[src/rtl/uart_core.sv]
// uart_core: single-clock full-duplex UART with a shared 16x oversampling
// baud generator, framing-error and overrun detection.
// Optional feature macro: UART_PARITY_EN adds a parity bit (PARITY_ODD
// selects odd parity) and the rx_parity_err output.
//
// Handshake: ld_tx_data is honoured only while tx_empty=1 (otherwise it is
// dropped); uld_rx_data marks the current rx_data as consumed.
module uart_core #(
  parameter int CLK_FREQ  = 50000000,
  parameter int BAUD      = 115200,
  parameter int DATA_BITS = 8,
  parameter int STOP_BITS = 1
`ifdef UART_PARITY_EN
  ,
  parameter int PARITY_ODD = 0
`endif
) (
  input  logic                 clk,
  input  logic                 reset,
  input  logic                 ld_tx_data,
  input  logic [DATA_BITS-1:0] tx_data,
  input  logic                 tx_enable,
  output logic                 tx_out,
  output logic                 tx_empty,
  input  logic                 uld_rx_data,
  output logic [DATA_BITS-1:0] rx_data,
  input  logic                 rx_enable,
  input  logic                 rx_in,
  output logic                 rx_empty,
  output logic                 rx_frame_err,
`ifdef UART_PARITY_EN
  output logic                 rx_parity_err,
`endif
  output logic                 rx_overrun
);

  localparam int DIV = (CLK_FREQ + 8 * BAUD) / (16 * BAUD);
  localparam int CW  = (DIV > 1) ? $clog2(DIV) : 1;
`ifdef UART_PARITY_EN
  localparam logic PO = (PARITY_ODD != 0);
`endif

  // ---------------- baud generator ----------------
  logic [CW-1:0] baud_q, baud_d;
  logic          tick;

  // Free-running divider; tick is the one-cycle 16x oversampling strobe.
  always_comb begin
    tick   = (baud_q == CW'(DIV - 1));
    baud_d = tick ? '0 : baud_q + 1'b1;
  end

  // Baud counter register.
  always_ff @(posedge clk or posedge reset) begin
    if (reset) baud_q <= '0;
    else       baud_q <= baud_d;
  end

  // ---------------- transmitter ----------------
  typedef enum logic [2:0] {
    TX_IDLE,
    TX_START,
    TX_DATA,
`ifdef UART_PARITY_EN
    TX_PARITY,
`endif
    TX_STOP
  } tx_state_e;

  tx_state_e            tx_state_q, tx_state_d;
  logic [3:0]           tx_cnt_q, tx_cnt_d;
  logic [3:0]           tx_bit_q, tx_bit_d;
  logic [DATA_BITS-1:0] tx_shift_q, tx_shift_d;
  logic [DATA_BITS-1:0] tx_hold_q, tx_hold_d;
  logic                 tx_empty_q, tx_empty_d;
  logic                 tx_out_q, tx_out_d;
`ifdef UART_PARITY_EN
  logic                 tx_par_q, tx_par_d;
`endif

  // TX holding register, frame sequencing and registered line value.
  always_comb begin
    tx_state_d = tx_state_q;
    tx_cnt_d   = tx_cnt_q;
    tx_bit_d   = tx_bit_q;
    tx_shift_d = tx_shift_q;
    tx_hold_d  = tx_hold_q;
    tx_empty_d = tx_empty_q;
    tx_out_d   = 1'b1;
`ifdef UART_PARITY_EN
    tx_par_d   = tx_par_q;
`endif
    if (ld_tx_data && tx_empty_q) begin
      tx_hold_d  = tx_data;
      tx_empty_d = 1'b0;
    end
    if (tick) begin
      case (tx_state_q)
        TX_IDLE: begin
          // Holding register moves to the shifter and frees up at once so
          // the next byte can be loaded during this frame.
          if (!tx_empty_q && tx_enable) begin
            tx_state_d = TX_START;
            tx_shift_d = tx_hold_q;
            tx_empty_d = 1'b1;
            tx_cnt_d   = 4'd0;
`ifdef UART_PARITY_EN
            tx_par_d   = (^tx_hold_q) ^ PO;
`endif
          end
        end
        TX_START: begin
          tx_cnt_d = tx_cnt_q + 4'd1;
          if (tx_cnt_q == 4'd15) begin
            tx_state_d = TX_DATA;
            tx_bit_d   = 4'd0;
          end
        end
        TX_DATA: begin
          tx_cnt_d = tx_cnt_q + 4'd1;
          if (tx_cnt_q == 4'd15) begin
            tx_shift_d = tx_shift_q >> 1;
            if (tx_bit_q == 4'(DATA_BITS - 1)) begin
`ifdef UART_PARITY_EN
              tx_state_d = TX_PARITY;
`else
              tx_state_d = TX_STOP;
`endif
              tx_bit_d = 4'd0;
            end else begin
              tx_bit_d = tx_bit_q + 4'd1;
            end
          end
        end
`ifdef UART_PARITY_EN
        TX_PARITY: begin
          tx_cnt_d = tx_cnt_q + 4'd1;
          if (tx_cnt_q == 4'd15) begin
            tx_state_d = TX_STOP;
            tx_bit_d   = 4'd0;
          end
        end
`endif
        TX_STOP: begin
          tx_cnt_d = tx_cnt_q + 4'd1;
          if (tx_cnt_q == 4'd15) begin
            if (tx_bit_q == 4'(STOP_BITS - 1)) tx_state_d = TX_IDLE;
            else                               tx_bit_d   = tx_bit_q + 4'd1;
          end
        end
        default: tx_state_d = TX_IDLE;
      endcase
    end
    case (tx_state_d)
      TX_START:  tx_out_d = 1'b0;
      TX_DATA:   tx_out_d = tx_shift_d[0];
`ifdef UART_PARITY_EN
      TX_PARITY: tx_out_d = tx_par_d;
`endif
      default:   tx_out_d = 1'b1;
    endcase
  end

  // TX registers; reset forces the line high asynchronously.
  always_ff @(posedge clk or posedge reset) begin
    if (reset) begin
      tx_state_q <= TX_IDLE;
      tx_cnt_q   <= 4'd0;
      tx_bit_q   <= 4'd0;
      tx_shift_q <= '0;
      tx_hold_q  <= '0;
      tx_empty_q <= 1'b1;
      tx_out_q   <= 1'b1;
`ifdef UART_PARITY_EN
      tx_par_q   <= 1'b0;
`endif
    end else begin
      tx_state_q <= tx_state_d;
      tx_cnt_q   <= tx_cnt_d;
      tx_bit_q   <= tx_bit_d;
      tx_shift_q <= tx_shift_d;
      tx_hold_q  <= tx_hold_d;
      tx_empty_q <= tx_empty_d;
      tx_out_q   <= tx_out_d;
`ifdef UART_PARITY_EN
      tx_par_q   <= tx_par_d;
`endif
    end
  end

  assign tx_out   = tx_out_q;
  assign tx_empty = tx_empty_q;

  // ---------------- receiver ----------------
  typedef enum logic [2:0] {
    RX_IDLE,
    RX_START,
    RX_DATA,
`ifdef UART_PARITY_EN
    RX_PARITY,
`endif
    RX_STOP
  } rx_state_e;

  rx_state_e            rx_state_q, rx_state_d;
  logic                 rx_s1_q, rx_s2_q;
  logic [3:0]           rx_cnt_q, rx_cnt_d;
  logic [3:0]           rx_bit_q, rx_bit_d;
  logic [DATA_BITS-1:0] rx_shift_q, rx_shift_d;
  logic [DATA_BITS-1:0] rx_data_q, rx_data_d;
  logic                 rx_empty_q, rx_empty_d;
  logic                 rx_ferr_q, rx_ferr_d;
  logic                 rx_ovr_q, rx_ovr_d;
`ifdef UART_PARITY_EN
  logic                 rx_pbit_q, rx_pbit_d;
  logic                 rx_perr_q, rx_perr_d;
`endif

  // Two-flop synchroniser for the asynchronous serial input.
  always_ff @(posedge clk or posedge reset) begin
    if (reset) begin
      rx_s1_q <= 1'b1;
      rx_s2_q <= 1'b1;
    end else begin
      rx_s1_q <= rx_in;
      rx_s2_q <= rx_s1_q;
    end
  end

  // RX sequencing: mid-bit sampling at count 7, completion at the stop bit.
  always_comb begin
    rx_state_d = rx_state_q;
    rx_cnt_d   = rx_cnt_q;
    rx_bit_d   = rx_bit_q;
    rx_shift_d = rx_shift_q;
    rx_data_d  = rx_data_q;
    rx_empty_d = rx_empty_q;
    rx_ferr_d  = rx_ferr_q;
    rx_ovr_d   = rx_ovr_q;
`ifdef UART_PARITY_EN
    rx_pbit_d  = rx_pbit_q;
    rx_perr_d  = rx_perr_q;
`endif
    if (uld_rx_data) begin
      rx_empty_d = 1'b1;
      rx_ovr_d   = 1'b0;
    end
    if (!rx_enable) begin
      rx_state_d = RX_IDLE;
    end else if (tick) begin
      case (rx_state_q)
        RX_IDLE: begin
          if (!rx_s2_q) begin
            rx_state_d = RX_START;
            rx_cnt_d   = 4'd0;
          end
        end
        RX_START: begin
          rx_cnt_d = rx_cnt_q + 4'd1;
          if (rx_cnt_q == 4'd7 && rx_s2_q) begin
            rx_state_d = RX_IDLE;
          end else if (rx_cnt_q == 4'd15) begin
            rx_state_d = RX_DATA;
            rx_bit_d   = 4'd0;
          end
        end
        RX_DATA: begin
          rx_cnt_d = rx_cnt_q + 4'd1;
          if (rx_cnt_q == 4'd7) rx_shift_d = {rx_s2_q, rx_shift_q[DATA_BITS-1:1]};
          if (rx_cnt_q == 4'd15) begin
            if (rx_bit_q == 4'(DATA_BITS - 1)) begin
`ifdef UART_PARITY_EN
              rx_state_d = RX_PARITY;
`else
              rx_state_d = RX_STOP;
`endif
            end else begin
              rx_bit_d = rx_bit_q + 4'd1;
            end
          end
        end
`ifdef UART_PARITY_EN
        RX_PARITY: begin
          rx_cnt_d = rx_cnt_q + 4'd1;
          if (rx_cnt_q == 4'd7)  rx_pbit_d  = rx_s2_q;
          if (rx_cnt_q == 4'd15) rx_state_d = RX_STOP;
        end
`endif
        RX_STOP: begin
          rx_cnt_d = rx_cnt_q + 4'd1;
          // Leaving at mid stop bit leaves half a bit to catch the next start.
          if (rx_cnt_q == 4'd7) begin
            rx_state_d = RX_IDLE;
            rx_ferr_d  = ~rx_s2_q;
            rx_data_d  = rx_shift_q;
            rx_empty_d = 1'b0;
            // A coincident unload consumes the old byte, so no overrun.
            rx_ovr_d   = uld_rx_data ? 1'b0 : (!rx_empty_q ? 1'b1 : rx_ovr_q);
`ifdef UART_PARITY_EN
            rx_perr_d  = rx_pbit_q ^ (^rx_shift_q) ^ PO;
`endif
          end
        end
        default: rx_state_d = RX_IDLE;
      endcase
    end
  end

  // RX registers.
  always_ff @(posedge clk or posedge reset) begin
    if (reset) begin
      rx_state_q <= RX_IDLE;
      rx_cnt_q   <= 4'd0;
      rx_bit_q   <= 4'd0;
      rx_shift_q <= '0;
      rx_data_q  <= '0;
      rx_empty_q <= 1'b1;
      rx_ferr_q  <= 1'b0;
      rx_ovr_q   <= 1'b0;
`ifdef UART_PARITY_EN
      rx_pbit_q  <= 1'b0;
      rx_perr_q  <= 1'b0;
`endif
    end else begin
      rx_state_q <= rx_state_d;
      rx_cnt_q   <= rx_cnt_d;
      rx_bit_q   <= rx_bit_d;
      rx_shift_q <= rx_shift_d;
      rx_data_q  <= rx_data_d;
      rx_empty_q <= rx_empty_d;
      rx_ferr_q  <= rx_ferr_d;
      rx_ovr_q   <= rx_ovr_d;
`ifdef UART_PARITY_EN
      rx_pbit_q  <= rx_pbit_d;
      rx_perr_q  <= rx_perr_d;
`endif
    end
  end

  assign rx_data      = rx_data_q;
  assign rx_empty     = rx_empty_q;
  assign rx_frame_err = rx_ferr_q;
  assign rx_overrun   = rx_ovr_q;
`ifdef UART_PARITY_EN
  assign rx_parity_err = rx_perr_q;
`endif

endmodule

[config.mk]
export PLATFORM = sky130hd
export DESIGN_NAME = uart_core
export DESIGN_NICKNAME = d
export VERILOG_FILES = /design/src/rtl/uart_core.sv
export SDC_FILE = /design/constraint.sdc
export NUM_CORES = 1
export LEC_CHECK = 0
export CAP_MARGIN = 10
export CELL_PAD_IN_SITES_DETAIL_PLACEMENT = 1
export CELL_PAD_IN_SITES_GLOBAL_PLACEMENT = 1
export CORE_AREA = 2 2 82 84
export DETAILED_ROUTE_END_ITERATION = 8
export DIE_AREA = 0 0 84 86
export PLACE_DENSITY = 0.9
export SYNTH_ARGS = -nofsm -noshare
export SYNTH_HDL_FRONTEND = slang
export SYNTH_SLANG_ARGS = --single-unit
[constraint.sdc]
create_clock -name clk -period 6.65 [get_ports clk]
set_input_delay 1.995 -clock clk [delete_from_list [all_inputs] [get_ports clk]]
set_output_delay 1.995 -clock clk [all_outputs]
set_load 0.02 [all_outputs]
# Yosys cells after proc, flatten, opt, wreduce, memory -nomap -nowiden
# Cells that the tools add are included.
totals:
  reg_bits: 66
  latch_bits: 0
  mem_bits_rw: 0
  romBits: 0
  inputBits: 15
  out_inout_bits: 13
  word_cells: 132
  n_memories: 0
op_classes:
  addsub: 5
  multipliers: 0
  div_mod_pow: 0
  order_cmp: 0
  eq_ne: 31
  n_shift: 0
  n_mux: 54
  n_bitwise: 1
  n_reduce_logical: 22
op_table:
  columns: ["op", "count"]
  rows:
  - ["3-bit 2-to-1 mux", 15]
  - ["4-bit 2-to-1 mux", 11]
  - ["3-bit one-hot mux with 4 select lines", 2]
  - ["4-bit one-hot mux with 2 select lines", 3]
  - ["2-bit != test (second input constant)", 10]
  - ["1-bit 2-to-1 mux", 17]
  - ["4-bit by 1-bit adder with 4-bit output (second input constant)", 4]
  - ["8-bit 2-to-1 mux", 2]
  - ["8-bit one-hot mux with 2 select lines", 1]
  - ["4-bit AND reduction", 4]
  - ["3-bit by 2-bit equality test with 1-bit output (second input constant)", 5]
  - ["4-bit by 3-bit equality test with 1-bit output (second input constant)", 3]
  - ["3-bit != test (second input constant)", 4]
  - ["4-bit one-hot mux with 3 select lines", 1]
  - ["6-bit AND reduction", 2]
  - ["3-bit by 1-bit equality test with 1-bit output (second input constant)", 3]
  - ["4-bit equality test (second input constant)", 2]
  - ["2-bit nonzero test", 4]
  - ["7-bit AND reduction", 1]
  - ["3-bit zero test", 2]
  - ["6-bit != test (second input constant)", 1]
  - ["3-bit OR reduction", 2]
  - ["5-bit by 1-bit adder with 5-bit output (second input constant)", 1]
  - ["5-bit equality test (second input constant)", 1]
  - ["other kinds (10)", 12]

# Logic depth before layout (Yosys ltp)
logic_depth:
  word_depth: 7
  depth_mapped: 9
  depth_no_buf: 7

# Least setup slack after synthesis
# Ideal clock, no wire load.
synth_path:
  kind: "input -> register"
  start: "in tx_enable"
  end: "reg tx_out_q, in the netlist tx_out"
  setup_time_ns: 0.082
  t_arrival_ns: 2.906
  t_required_ns: 6.568
  setup_slack_ns: 3.662
  path_stages: 5
  n_path_buf: 0
  path_cell_list: "nand2b_1 -> a211o_1 -> o21ai_2 -> o31ai_2 -> o31a_1"
synth_via:
  elab_cells_between_ends: 10
  classes_between: "eq/ne: 2; mux: 7; reduce/logical: 1"
synth_rtl:
  columns: ["element", "line", "rtl"]
  rows:
  - ["start: declaration", "22", "input logic tx_enable,"]
  - ["1-bit logical AND", "102", "if (!tx_empty_q && tx_enable) begin"]
  - ["8-bit 2-to-1 mux", "102", null]
  - ["8-bit one-hot mux with 2 select lines", "98", "case (tx_state_q)"]
  - ["1-bit 2-to-1 mux", "97", "if (tick) begin"]
  - ["named net tx_shift_d[0]", "73", "logic [DATA_BITS-1:0] tx_shift_q, tx_shift_d;"]
  - ["1-bit one-hot mux with 2 select lines", "154", "case (tx_state_d)"]
  - ["named net tx_out_d", "76", "logic tx_out_q, tx_out_d;"]
  - ["end signal: assignment", "184", "tx_out_q <= tx_out_d;"]
  - ["end: declaration", "76", null]
# The timed path passes the listed nets, and every way through them passes these cells. The select of a mux whose other input is x is not followed.
# A chain may end at the register's enable or synchronous reset.

# Worst setup path in the final report
layout_path:
  start: "in tx_enable"
  end: "reg tx_out_q, in the netlist tx_out"
layout_via:
  elab_chain_cells: 6
  elab_cells_between_ends: 10
  classes_between: "eq/ne: 2; mux: 7; reduce/logical: 1"
layout_lines:
  columns: ["element", "line"]
  rows:
  - ["1-bit logical AND *", "102"]
  - ["3-bit 2-to-1 mux", "102"]
  - ["3-bit one-hot mux with 4 select lines", "98"]
  - ["3-bit 2-to-1 mux", "97"]
  - ["3-bit by 2-bit equality test with 1-bit output / 3-bit by 1-bit equality test with 1-bit output (equally long branches)", "154"]
  - ["1-bit one-hot mux with 2 select lines *", "154"]
  - ["named net tx_out_d", "76"]
# The timed path passes the listed nets; every way through them passes the cells marked *. The select of a mux whose other input is x is not followed.

==> impl_metrics.tcl <==
set metrics [dict create \
    ios 28 \
    worst_slew_pin_slew_ns 0.834 \
    r2r_cells 5 \
    p_per_area_nw_per_um2 226 \
    synth_mux_area_share_pct 10.2 \
    cts_tree "yes" \
    dpl_cell_area_um2 3370 \
    die_area_um2 7220 \
    cts_setup_buffers 0 \
    final_area_um2 3600 \
    period_needed_ns 3.51 \
    synth-edff-count 0 \
    start_util_pct 48.7 \
    cp_max_fo 13 \
    final_nets 317 \
    drt-initial-drc-count 104 \
    whs_ns 0.358 \
    cts_resized 0 \
    yosys_most_used_dff "dfrtp_1" \
    hold-path-cell-count 0 \
    drive_above_1_share_pct 19.0 \
    place.gp.congestion 0.754 \
    dieWidth_um 84 \
    via_per_inst 5.93 \
    end_kind "flip-flop" \
    yosysUniqueCellTypes 56 \
    synth_cells 265 \
    dr_total_vias 2236 \
    pre_cts_slack_ns 2.76 \
    io_buffers 27 \
    period_share_pct 52.9 \
    drt-pass1-iter-count 4 \
    r2r-start "baud_q[0]" \
    power.share.combinational_pct 2.7 \
    n_antenna_cell 0 \
    min-delay-start "rx_s1_q" \
    post-dp-hpwl_um 4370 \
    setup_slack_ns 3.14 \
    r2r_end "rx_data[0]" \
    antenna_found_initial 0 \
    setup_viol 0 \
    sw_frac_of_total_pct 20.8 \
    clk_path_buf_depth 2 \
    postCtsHoldBufs 0 \
    relSlewSlack_pct 44.4 \
    coreArea_um2 6280 \
    final_antenna_net_count 0 \
    internal_power_uw 643 \
    ys_seq_area_share_pct 53.4 \
    arrival_ns 3.78 \
    hp-class "reg -> reg" \
    fin_setup_tns_ns 0 \
    grt_overflow 0 \
    syn_area_per_cell_um2 11.5 \
    p_clk_share_pct 47.6 \
    async_flop_share_pct 100 \
    syn-num-nets 287 \
    cellLeakagePower_uw 0.00157 \
    synthTopCellsByArea "dfrtp_1 49%, mux2_2 7.0%, dfstp_2 4.3%" \
    grt_pass1_vias 2372 \
    netlist_area_um2 3060 \
    holdPathEnd "rx_s2_q" \
    seqPwrFrac_pct 49.7 \
    root_buffer "clkbuf_8" \
    rsz0062_at_grt "no" \
    critPathKind "in -> reg" \
    drc 0 \
    synth_compound_area_share_pct 13.1 \
    cts.reportedPaths.clkPinSlew_ns 0.07 \
    htreeDepth 3 \
    die-height_um 86 \
    synth_top_area_share_pct 49.1 \
    slew_viol_final 0 \
    cap_violations 0 \
    synth-xor-area-share_pct 1.43 \
    nFillCells 684 \
    hold_viol_final 0 \
    cp_data_required_time_ns 6.92 \
    clock_skew_ns 0.0105 \
    status "complete, no violations" \
    wl_per_cell_um 18.1 \
    clock_latency_ns 0.34 \
    grt_max_degree 66 \
    cts.sinks 65 \
    p_sw_uw 169 \
    yosys.area_share.adder_pct 2.86 \
    reg2reg_slack_ns 4.26 \
    fmaxAchievable_mhz 285 \
    synth_seq_cells 65 \
    rows 29 \
    synth_top_area_cell "dfrtp_1" \
    wl_um 6810 \
    ir_drop_uv 142 \
    gr-usage-all-layers_pct 20.4 \
    grt_first_pass_wirelength_um 11600 \
    critPathLaunchType "primary input" \
    cts_buffers 9 \
    synth-simple-area-share_pct 15.8 \
    synth_warnings 0 \
    area_growth_pct 17.6 \
    synth_top_family_by_area "simple AND/OR/NAND/NOR gates" \
]
==> area by class of cell <==
class	count	area [um2]	area share [%]
timing repair buffer	28	278	7.72
clock inverter	4	75.1	2.09
sequential	65	1630	45.4
inverter	9	33.8	0.939
tap	77	96.3	2.68
multi-input combinational	182	1330	36.9
clock buffer	12	155	4.31
==> power by group through the flow <==
| stage | clock network (uW) | logic [uW] | registers, uW |
|---|---|---|---|
| 3_5_place_dp | 0 | 22.7 | 411 |
| 2_1_floorplan | 0 | 10.2 | 410 |
| 6_report | 387 | 21.9 | 404 |
| 5_1_grt | 411 | 24.5 | 404 |
| 4_1_cts | 395 | 22.6 | 404 |
| 3_3_place_gp | 0 | 21.9 | 411 |
==> how the worst max path moves through the flow <==
stage,start,endpoint,slack (ns),cells after the start
2_1_floorplan,reset,baud_q[0],3.04,1
3_3_place_gp,tx_enable,tx_out,2.85,6
3_5_place_dp,tx_enable,tx_out,2.76,6
4_1_cts,tx_enable,tx_out,3.13,6
5_1_grt,tx_enable,tx_out,3.01,6
6_report,tx_enable,tx_out,3.14,6
==> worst max-delay path: stages <==
cell and delay [ns]:
clkdlybuf4s50_1 0.45, nand2b_1 0.12, nor4_4 0.56, o31ai_1 0.24, a211o_1 0.30, o31a_1 0.11
==> cells in the mapped netlist (2+ instances only) <==
library cell,count
a211o_1,2
a21oi_1,9
a22o_1,2
a22oi_1,7
a32o_1,2
and2_1,3
and3_1,4
buf_2,4
buf_4,3
buf_6,2
dfrtp_1,60
dfstp_2,5
ha_1,7
inv_1,9
mux2_1,7
mux2_2,19
mux2i_1,2
nand2_1,25
nand2b_1,7
nand3_1,8
nand3_2,2
nand4_2,2
nor2_1,14
nor2_2,2
nor2b_1,2
nor3_1,2
nor3b_1,2
o21ai_0,16
o21ai_1,2
o21ai_2,2
o31ai_1,3
o41ai_1,2
xor2_1,4
==> routing by layer <==
metal	wire length, um	global-route usage [%]	vias to the layer above	part of all wire (%)
met5	0	0	-	0
met4	219	12.0	0	3.2
met3	190	3.46	19	2.8
met2	3430	34.0	46	50
met1	2980	25.3	1154	44
li1	-	-	1017	-
==> logic make-up (layout without fill, tap and decap cells) <==
| logic type | count (synthesis) | after routing |
|---|---|---|
| adder cells (fa/ha/maj) | 7 | 7 |
| XOR/XNOR | 5 | 5 |
| AO/OA/AOI/OAI | 58 | 58 |
| flip-flops | 65 | 65 |
| multiplexers | 28 | 28 |
| AND/OR/NAND/NOR | 84 | 84 |
| buffers and inverters | 18 | 53 |
==> placed cells by master (no fill, tap or decap), types with 8 or more instances in the layout <==
cell type / instances
clkdlybuf4s50_1: 27
mux2_2: 19
inv_1: 8
nand2_1: 25
a21oi_1: 9
nand3_1: 8
nor2_1: 14
clkbuf_8: 11
o21ai_0: 16
dfrtp_1: 60
==> through the flow <==
stage                     cells  power [uW]  utilization, %
after CTS                   377         821            57.3
after global routing        377         840            57.3
after detailed placement    361         434            53.6
after global placement      361         433            53.6
after floorplan             265         420               -
final                       377         813            57.3
==> state kept, by name, indices dropped and copies added, names as in the netlist <==
signal / count
baud_q: 5
rx_bit_q: 4
rx_cnt_q: 4
rx_data: 8
rx_empty: 1
rx_frame_err: 1
rx_overrun: 1
rx_s1_q: 1
rx_s2_q: 1
rx_shift_q: 8
rx_state_q: 2
tx_bit_q: 4
tx_cnt_q: 4
tx_empty: 1
tx_hold_q: 8
tx_out: 1
tx_shift_q: 8
tx_state_q: 3
Power figures use the tool's default switching activity.
